## config.mk

```make
export PLATFORM = sky130hd
export DESIGN_NAME = instr_fetch_unit
export DESIGN_NICKNAME = d
export VERILOG_FILES = /design/src/rtl/fetch_pkg.sv /design/src/rtl/next_pc_calc.sv /design/src/rtl/instr_fetch_unit.sv
export SDC_FILE = /design/constraint.sdc
export NUM_CORES = 1
export LEC_CHECK = 0
export ABC_CLOCK_PERIOD_IN_PS = 11100
export BUFFER_PORTS_ARGS = -buffer_cell sky130_fd_sc_hd__buf_2
export CAP_MARGIN = 20
export CORE_MARGIN = 2
export CORE_UTILIZATION = 48
export DETAILED_ROUTE_END_ITERATION = 16
export PLACE_DENSITY = 0.88
export SLEW_MARGIN = 20
export SYNTH_ARGS = -nofsm -noshare
export SYNTH_HDL_FRONTEND = slang
export SYNTH_HIERARCHICAL = 1
export SYNTH_SLANG_ARGS = --single-unit
```

## constraint.sdc

```tcl
create_clock -name clk -period 11.1 [get_ports clk]
set_clock_uncertainty 0.1 [all_clocks]
set_input_delay 0.555 -clock clk [delete_from_list [all_inputs] [get_ports clk]]
set_output_delay 0.555 -clock clk [all_outputs]
set_load 0.1 [all_outputs]
```

## src/rtl/fetch_pkg.sv

```systemverilog
// Shared definitions for the instruction fetch unit and its neighbours.
//  - fetchState_t : fetch FSM encoding (S_FETCH / S_EXEC / S_HALT)
//  - op*          : MIPS opcode constants shared with the main/ALU decoder controller
//  - *_MSB/*_LSB  : instruction field boundaries
package fetch_pkg;

    typedef enum logic [1:0] {
        S_FETCH = 2'd0,
        S_EXEC  = 2'd1,
        S_HALT  = 2'd2
    } fetchState_t;

    localparam logic [5:0] opRType = 6'h00;
    localparam logic [5:0] opAddi  = 6'h08;
    localparam logic [5:0] opLw    = 6'h23;
    localparam logic [5:0] opSw    = 6'h2B;
    localparam logic [5:0] opBeq   = 6'h04;
    localparam logic [5:0] opJ     = 6'h02;

    localparam int unsigned OPCODE_MSB  = 31;
    localparam int unsigned OPCODE_LSB  = 26;
    localparam int unsigned FUNCT_MSB   = 5;
    localparam int unsigned FUNCT_LSB   = 0;
    localparam int unsigned IMM_MSB     = 15;
    localparam int unsigned JIDX_MSB    = 25;
    // Jumps keep the PC bits from here upwards (the 256 MB region).
    localparam int unsigned JREGION_LSB = 28;

endpackage

```

## src/rtl/next_pc_calc.sv

```systemverilog
// Combinational next-PC selection.
//  pc_plus4  in   ADDR_WIDTH  address of the sequentially following instruction
//  instr     in   32          current instruction word
//  branch    in   1           Branch from the controller
//  zero      in   1           ALU zero flag
//  jump      in   1           Jump from the controller
//  next_pc   out  ADDR_WIDTH  jump target > taken branch target > pc_plus4
module next_pc_calc
    import fetch_pkg::*;
#(
    parameter int unsigned ADDR_WIDTH = 32
) (
    input  logic [ADDR_WIDTH-1:0] pc_plus4,
    input  logic [31:0]           instr,
    input  logic                  branch,
    input  logic                  zero,
    input  logic                  jump,
    output logic [ADDR_WIDTH-1:0] next_pc
);

    logic [ADDR_WIDTH-1:0] jumpTarget;
    logic [ADDR_WIDTH-1:0] branchTarget;
    logic [ADDR_WIDTH-1:0] regionMask;
    logic [ADDR_WIDTH-1:0] jumpIndex;
    logic [ADDR_WIDTH-1:0] branchOffset;
    logic                  unusedOpBits;

    // Built as a mask rather than a slice so ADDR_WIDTH == 28 (no region bits) still works.
    assign regionMask   = {ADDR_WIDTH{1'b1}} << JREGION_LSB;
    assign jumpIndex    = {{(ADDR_WIDTH - 26){1'b0}}, instr[JIDX_MSB:0]} << 2;
    assign jumpTarget   = (pc_plus4 & regionMask) | jumpIndex;

    assign branchOffset = {{(ADDR_WIDTH - 16){instr[IMM_MSB]}}, instr[IMM_MSB:0]} << 2;
    assign branchTarget = pc_plus4 + branchOffset;

    assign unusedOpBits = ^instr[31:26];

    always_comb begin
        next_pc = pc_plus4;
        if (jump) begin
            next_pc = jumpTarget;
        end else if (branch && zero) begin
            next_pc = branchTarget;
        end
    end

endmodule

```

## src/rtl/instr_fetch_unit.sv

```systemverilog
// Instruction fetch unit: holds the PC, fetches one word per imem handshake, presents it
// to the controller/datapath for one or more (stalled) cycles, then advances the PC.
//  clk, reset                 clock, synchronous active-high reset
//  imem_req/addr/rdata/ack    instruction memory handshake (req held until ack)
//  stall                      hold the current instruction while in S_EXEC
//  branch, jump, zero         next-PC controls, sampled only in S_EXEC
//  instr, op_code, funct      instruction register and its decoded fields
//  instr_valid                high only in S_EXEC
//  pc, pc_plus4               address of instr and its successor
//  fetch_err                  sticky imem timeout flag; only reset leaves S_HALT
module instr_fetch_unit
    import fetch_pkg::*;
#(
    parameter int unsigned           ADDR_WIDTH = 32,
    parameter logic [ADDR_WIDTH-1:0] RESET_PC   = '0,
    parameter int unsigned           WAIT_LIMIT = 15
) (
    input  logic                  clk,
    input  logic                  reset,
    output logic                  imem_req,
    output logic [ADDR_WIDTH-1:0] imem_addr,
    input  logic [31:0]           imem_rdata,
    input  logic                  imem_ack,
    input  logic                  stall,
    input  logic                  branch,
    input  logic                  jump,
    input  logic                  zero,
    output logic [31:0]           instr,
    output logic [5:0]            op_code,
    output logic [5:0]            funct,
    output logic                  instr_valid,
    output logic [ADDR_WIDTH-1:0] pc,
    output logic [ADDR_WIDTH-1:0] pc_plus4,
    output logic                  fetch_err
);

    localparam int unsigned CNT_WIDTH = (WAIT_LIMIT > 1) ? $clog2(WAIT_LIMIT) : 1;
    localparam logic [CNT_WIDTH-1:0] LAST_WAIT = CNT_WIDTH'(WAIT_LIMIT - 1);

    fetchState_t           stateQ, stateD;
    logic [ADDR_WIDTH-1:0] pcQ, pcD;
    logic [31:0]           instrQ, instrD;
    logic [CNT_WIDTH-1:0]  waitCntQ, waitCntD;
    logic                  errQ, errD;
    logic [ADDR_WIDTH-1:0] nextPc;

    assign pc_plus4 = pcQ + ADDR_WIDTH'(4);

    next_pc_calc #(
        .ADDR_WIDTH (ADDR_WIDTH)
    ) u_next_pc_calc (
        .pc_plus4 (pc_plus4),
        .instr    (instrQ),
        .branch   (branch),
        .zero     (zero),
        .jump     (jump),
        .next_pc  (nextPc)
    );

    always_comb begin
        stateD   = stateQ;
        pcD      = pcQ;
        instrD   = instrQ;
        waitCntD = waitCntQ;
        errD     = errQ;
        unique case (stateQ)
            S_FETCH: begin
                if (imem_ack) begin
                    instrD = imem_rdata;
                    stateD = S_EXEC;
                end else if (waitCntQ == LAST_WAIT) begin
                    // This was the WAIT_LIMIT-th cycle without an ack.
                    errD   = 1'b1;
                    stateD = S_HALT;
                end else begin
                    waitCntD = waitCntQ + CNT_WIDTH'(1);
                end
            end
            S_EXEC: begin
                if (!stall) begin
                    pcD      = nextPc;
                    waitCntD = '0;
                    stateD   = S_FETCH;
                end
            end
            S_HALT: begin
                errD = 1'b1;
            end
            default: begin
                stateD = S_HALT;
                errD   = 1'b1;
            end
        endcase
    end

    always_ff @(posedge clk) begin
        if (reset) begin
            stateQ   <= S_FETCH;
            pcQ      <= RESET_PC;
            instrQ   <= '0;
            waitCntQ <= '0;
            errQ     <= 1'b0;
        end else begin
            stateQ   <= stateD;
            pcQ      <= pcD;
            instrQ   <= instrD;
            waitCntQ <= waitCntD;
            errQ     <= errD;
        end
    end

    // Reset masks the request in its own cycle so an in-flight fetch is dropped at once.
    assign imem_req    = (stateQ == S_FETCH) && !reset;
    assign imem_addr   = pcQ;
    assign instr       = instrQ;
    assign op_code     = instrQ[OPCODE_MSB:OPCODE_LSB];
    assign funct       = instrQ[FUNCT_MSB:FUNCT_LSB];
    assign instr_valid = (stateQ == S_EXEC);
    assign pc          = pcQ;
    assign fetch_err   = errQ;

endmodule

```

==> summary.md <==
| Metric | Value |
|---|---|
| Largest family of logic cells by synthesized area | simple AND/OR/NAND/NOR gates |
| Max stage delay on crit path | 0.42 ns |
| Post-Syn Area per Cell | roughly 7.3 um2 |
| Crit Path Max Fanout | 11 |
| Total wire length | 16720 um |
| Pre-CTS setup slack | 6.993 ns |
| Worst-Margin Slew | 0.8352 ns |
| Post-cts hold buffer count | 0 |
| Adder-Cell Fraction of Synth Area | 0.07306 |
| YS warnings | 6 |
| Mapped cell area | 5754 um2 |
| Global route overflow | 0 |
| Non-Filler Instances | 1037 |
| Setup slack after layout | 6.954 ns |
| Clock-pin slew on the worst setup and hold paths | 0.06 ns |
| Critical-path top delay cell | dfxtp_1 |
| Post-synthesis mux area share | 0.02674 |
| Area growth syn-to-layout | 13.96% |
| DP HPWL | 12670 um |
| Synth Area in Simple Gates | 0.2331 |
| Buffers and inverters on the worst path | 1 |
| Die footprint | about 13000 um2 |
| Critical path class | register to register |
| GP Congestion | 0.9386 |
| Syn Nets | around 860 |
| Pre-antenna DRT Iters | 5 |
| Commonest non-fill, non-tap cell in the layout | nand2_1 |
| Share of flip-flops with an asynchronous set or reset | 0 |
| TNS Setup | 0 ns |
| Post-Place Cells | 1024 |
| Final Setup Violations | 0 |
| Antenna violations before repair | 0 |
| CTS H-tree depth | 3 |
| Maximum clock frequency | 241.2 MHz |
| CTS tree | built |
| Power Dens Cells | 112.6 nW/um2 |
| Diode count | 0 |
| Number of CTS-inserted buffers | 9 |
| Vias in the first global route | 5200 |
| Cells after Synth | 786 |
| Worst path cell trace | ha_1 -> and4_2 -> nand2b_1 -> nor3_1 -> xor2_1 -> ha_1 -> a21oi_1 -> inv_1 -> a221o_1 -> a21oi_2 -> o41ai_4 -> a41oi_2 -> xor2_1 -> o221ai_2 -> nand2_1 -> a21oi_1 |
| Status | finished clean |
| Crit path launch type | register |
| Clock Tree Root | clkbuf_16 |
| Hold Violations, Final | 0 |
| Max Slew Vio Count | 0 |
| Unique masters post-synth | about 70 |
| Buffers on Ports | between 150 and 200 |
| Synth Area in Compound Gates | 0.2257 |
| Die X-Extent | roughly 110 um |
| Row count | 39 |
| IO Pins | 182 |
| Max Cap Violations | 0 |
| Most frequent cells in the layout | nand2_1, buf_2, a21oi_1 |
| Final Net Count | 964 |
| Vias | 5821 |
| Leakage Power | 3.253 nW |
| Height of the die | 113.5 um |
| Post CTS Setup Buffer Count | 0 |
| Largest net degree at the start of global routing | 73 |
| Worst-Skew Late Latency | 0.33 ns |
| Dominant synthesized flop cell | dfxtp_1 |
| Post-CTS sizing | 0 |
| Starting Density | 0.4976 |
| Data arrival time of the critical path | 4.22 ns |
| Clk sink count | 71 |
| Worst min path class | register to register |
| RSZ-0062 raised after global routing | false |
| DR vias/cell | 5.613 |
| Family with the most delay on the worst path | compound AO/OA/AOI/OAI gates |
| Final core occ | 0.5670 |
| Placed cell area | 6280 um2 |
| Share of layout cells above drive strength 1 | 0.2550 |
| Post-synth EDFFs | 0 |
| Worst Setup End Kind | register |
| Detailed Route Iter0 Violations | 660 |
| Core region area | 11560 um2 |
| Total Power | 0.7386 mW |
| First-pass GRT wire length | about 26000 um |
| Antenna-violating nets left | 0 |
| Register area share after synthesis | 0.2470 |
| Worst vdd ir | 0.09834 mV |
| CTS max path bufs | 2 |
| DR WL/cell | 16.13 um |
| Final period util | 0.3735 |
| Synth Register Bits | 71 |
| Req. time, crit path | ~11 ns |
| # DRC | 0 |
| XOR/XNOR share of the synthesized area | 0.08219 |
| Rel. slew slack | 0.4432 |
| Fin Hold WS | ~0.36 ns |
| Design Area, Final | 6558 um2 |
| Min Tclk post-route | a little over 4 ns |
| GRT Util Overall | 0.2510 |
==> cell type report <==
class,count,area (um2)
repair buffers,184,928.4
inverters,17,63.81
well taps,143,178.9
fillers,1075,5007
clock buffers,12,266.5
multi-input cells,609,3694
clock inverters,1,5.005
flip-flops and latches,71,1421
==> Yosys cell counts (all sizes together) (2+ instances only) <==
library cell | instances | share of area
nand2 | 189 | 0.12
a21oi | 108 | 0.097
dfxtp | 71 | 0.25
buf | 65 | 0.081
o21ai | 41 | 0.038
nor2 | 39 | 0.026
ha | 32 | 0.070
xor2 | 29 | 0.044
xnor2 | 25 | 0.038
clkbuf | 23 | 0.018
a21o | 21 | 0.028
inv | 17 | 0.011
nand3 | 13 | 0.012
mux2i | 12 | 0.021
nor3 | 12 | 0.010
a31oi | 9 | 0.0098
nand4 | 9 | 0.0098
and3 | 5 | 0.0057
and4 | 5 | 0.0078
nor4 | 5 | 0.011
and2 | 4 | 0.0046
nor2b | 4 | 0.0043
o21bai | 4 | 0.0052
o221ai | 4 | 0.0072
a211oi | 3 | 0.0048
a41oi | 3 | 0.0059
mux2 | 3 | 0.0059
o211ai | 3 | 0.0039
a2bb2oi | 2 | 0.0030
a311oi | 2 | 0.0061
nand2b | 2 | 0.0022
nand4b | 2 | 0.0030
nor3b | 2 | 0.0026
o21a | 2 | 0.0026
o31a | 2 | 0.0030
or4 | 2 | 0.0026
==> kinds of logic after synthesis <==
| logic type | after synthesis |
|---|---|
| muxes | 15 |
| DFF | 71 |
| buffers and inverters | 106 |
| adders and majority gates | 33 |
| and+or+nand+nor | 298 |
| AOI/OAI and AO/OA | 209 |
| xor gates and xnor gates | 54 |
==> state kept, by name, summed over array words and instances, names as in the netlist <==
| signal | cells |
|---|---|
| stateQ | 2 |
| instr | 32 |
| waitCntQ | 4 |
| fetch_err | 1 |
| imem_addr | 32 |
==> layer usage <==
metal	global-route usage	wire [um]
met1	0.3662	7574
met2	0.3916	7639
met3	0.03613	1294
met4	0.06098	216
met5	0	0
==> worst register-to-register path: stages, from the launching register on <==
cell and delay, ns:
dfxtp_1 0.42, ha_1 0.24, and4_2 0.25, nand2b_1 0.27, nor3_1 0.28, xor2_1 0.32
ha_1 0.37, a21oi_1 0.28, inv_1 0.08, a221o_1 0.36, a21oi_2 0.19, o41ai_4 0.15
a41oi_2 0.23, xor2_1 0.20, o221ai_2 0.11, nand2_1 0.09, a21oi_1 0.06
==> worst paths after layout <==
kind                            slack (ns)  cells past startpoint    startpoint             to
worst max-delay path                  6.95                     16  imem_addr[2]  imem_addr[25]
worst min-delay path                  0.36                      2     fetch_err      fetch_err
worst max register to register        6.95                     16  imem_addr[2]  imem_addr[25]
worst min register to register        0.36                      2     fetch_err      fetch_err
==> report_power, final <==
group / internal (mW) / total [mW] / switching [mW] / leakage, nW
combinational: 0.0384 / 0.195 / 0.157 / 2.54
clock: 0.165 / 0.265 / 0.100 / 0.136
sequential: 0.264 / 0.278 / 0.0140 / 0.578
Note: power is estimated with default switching activity, not from simulation.
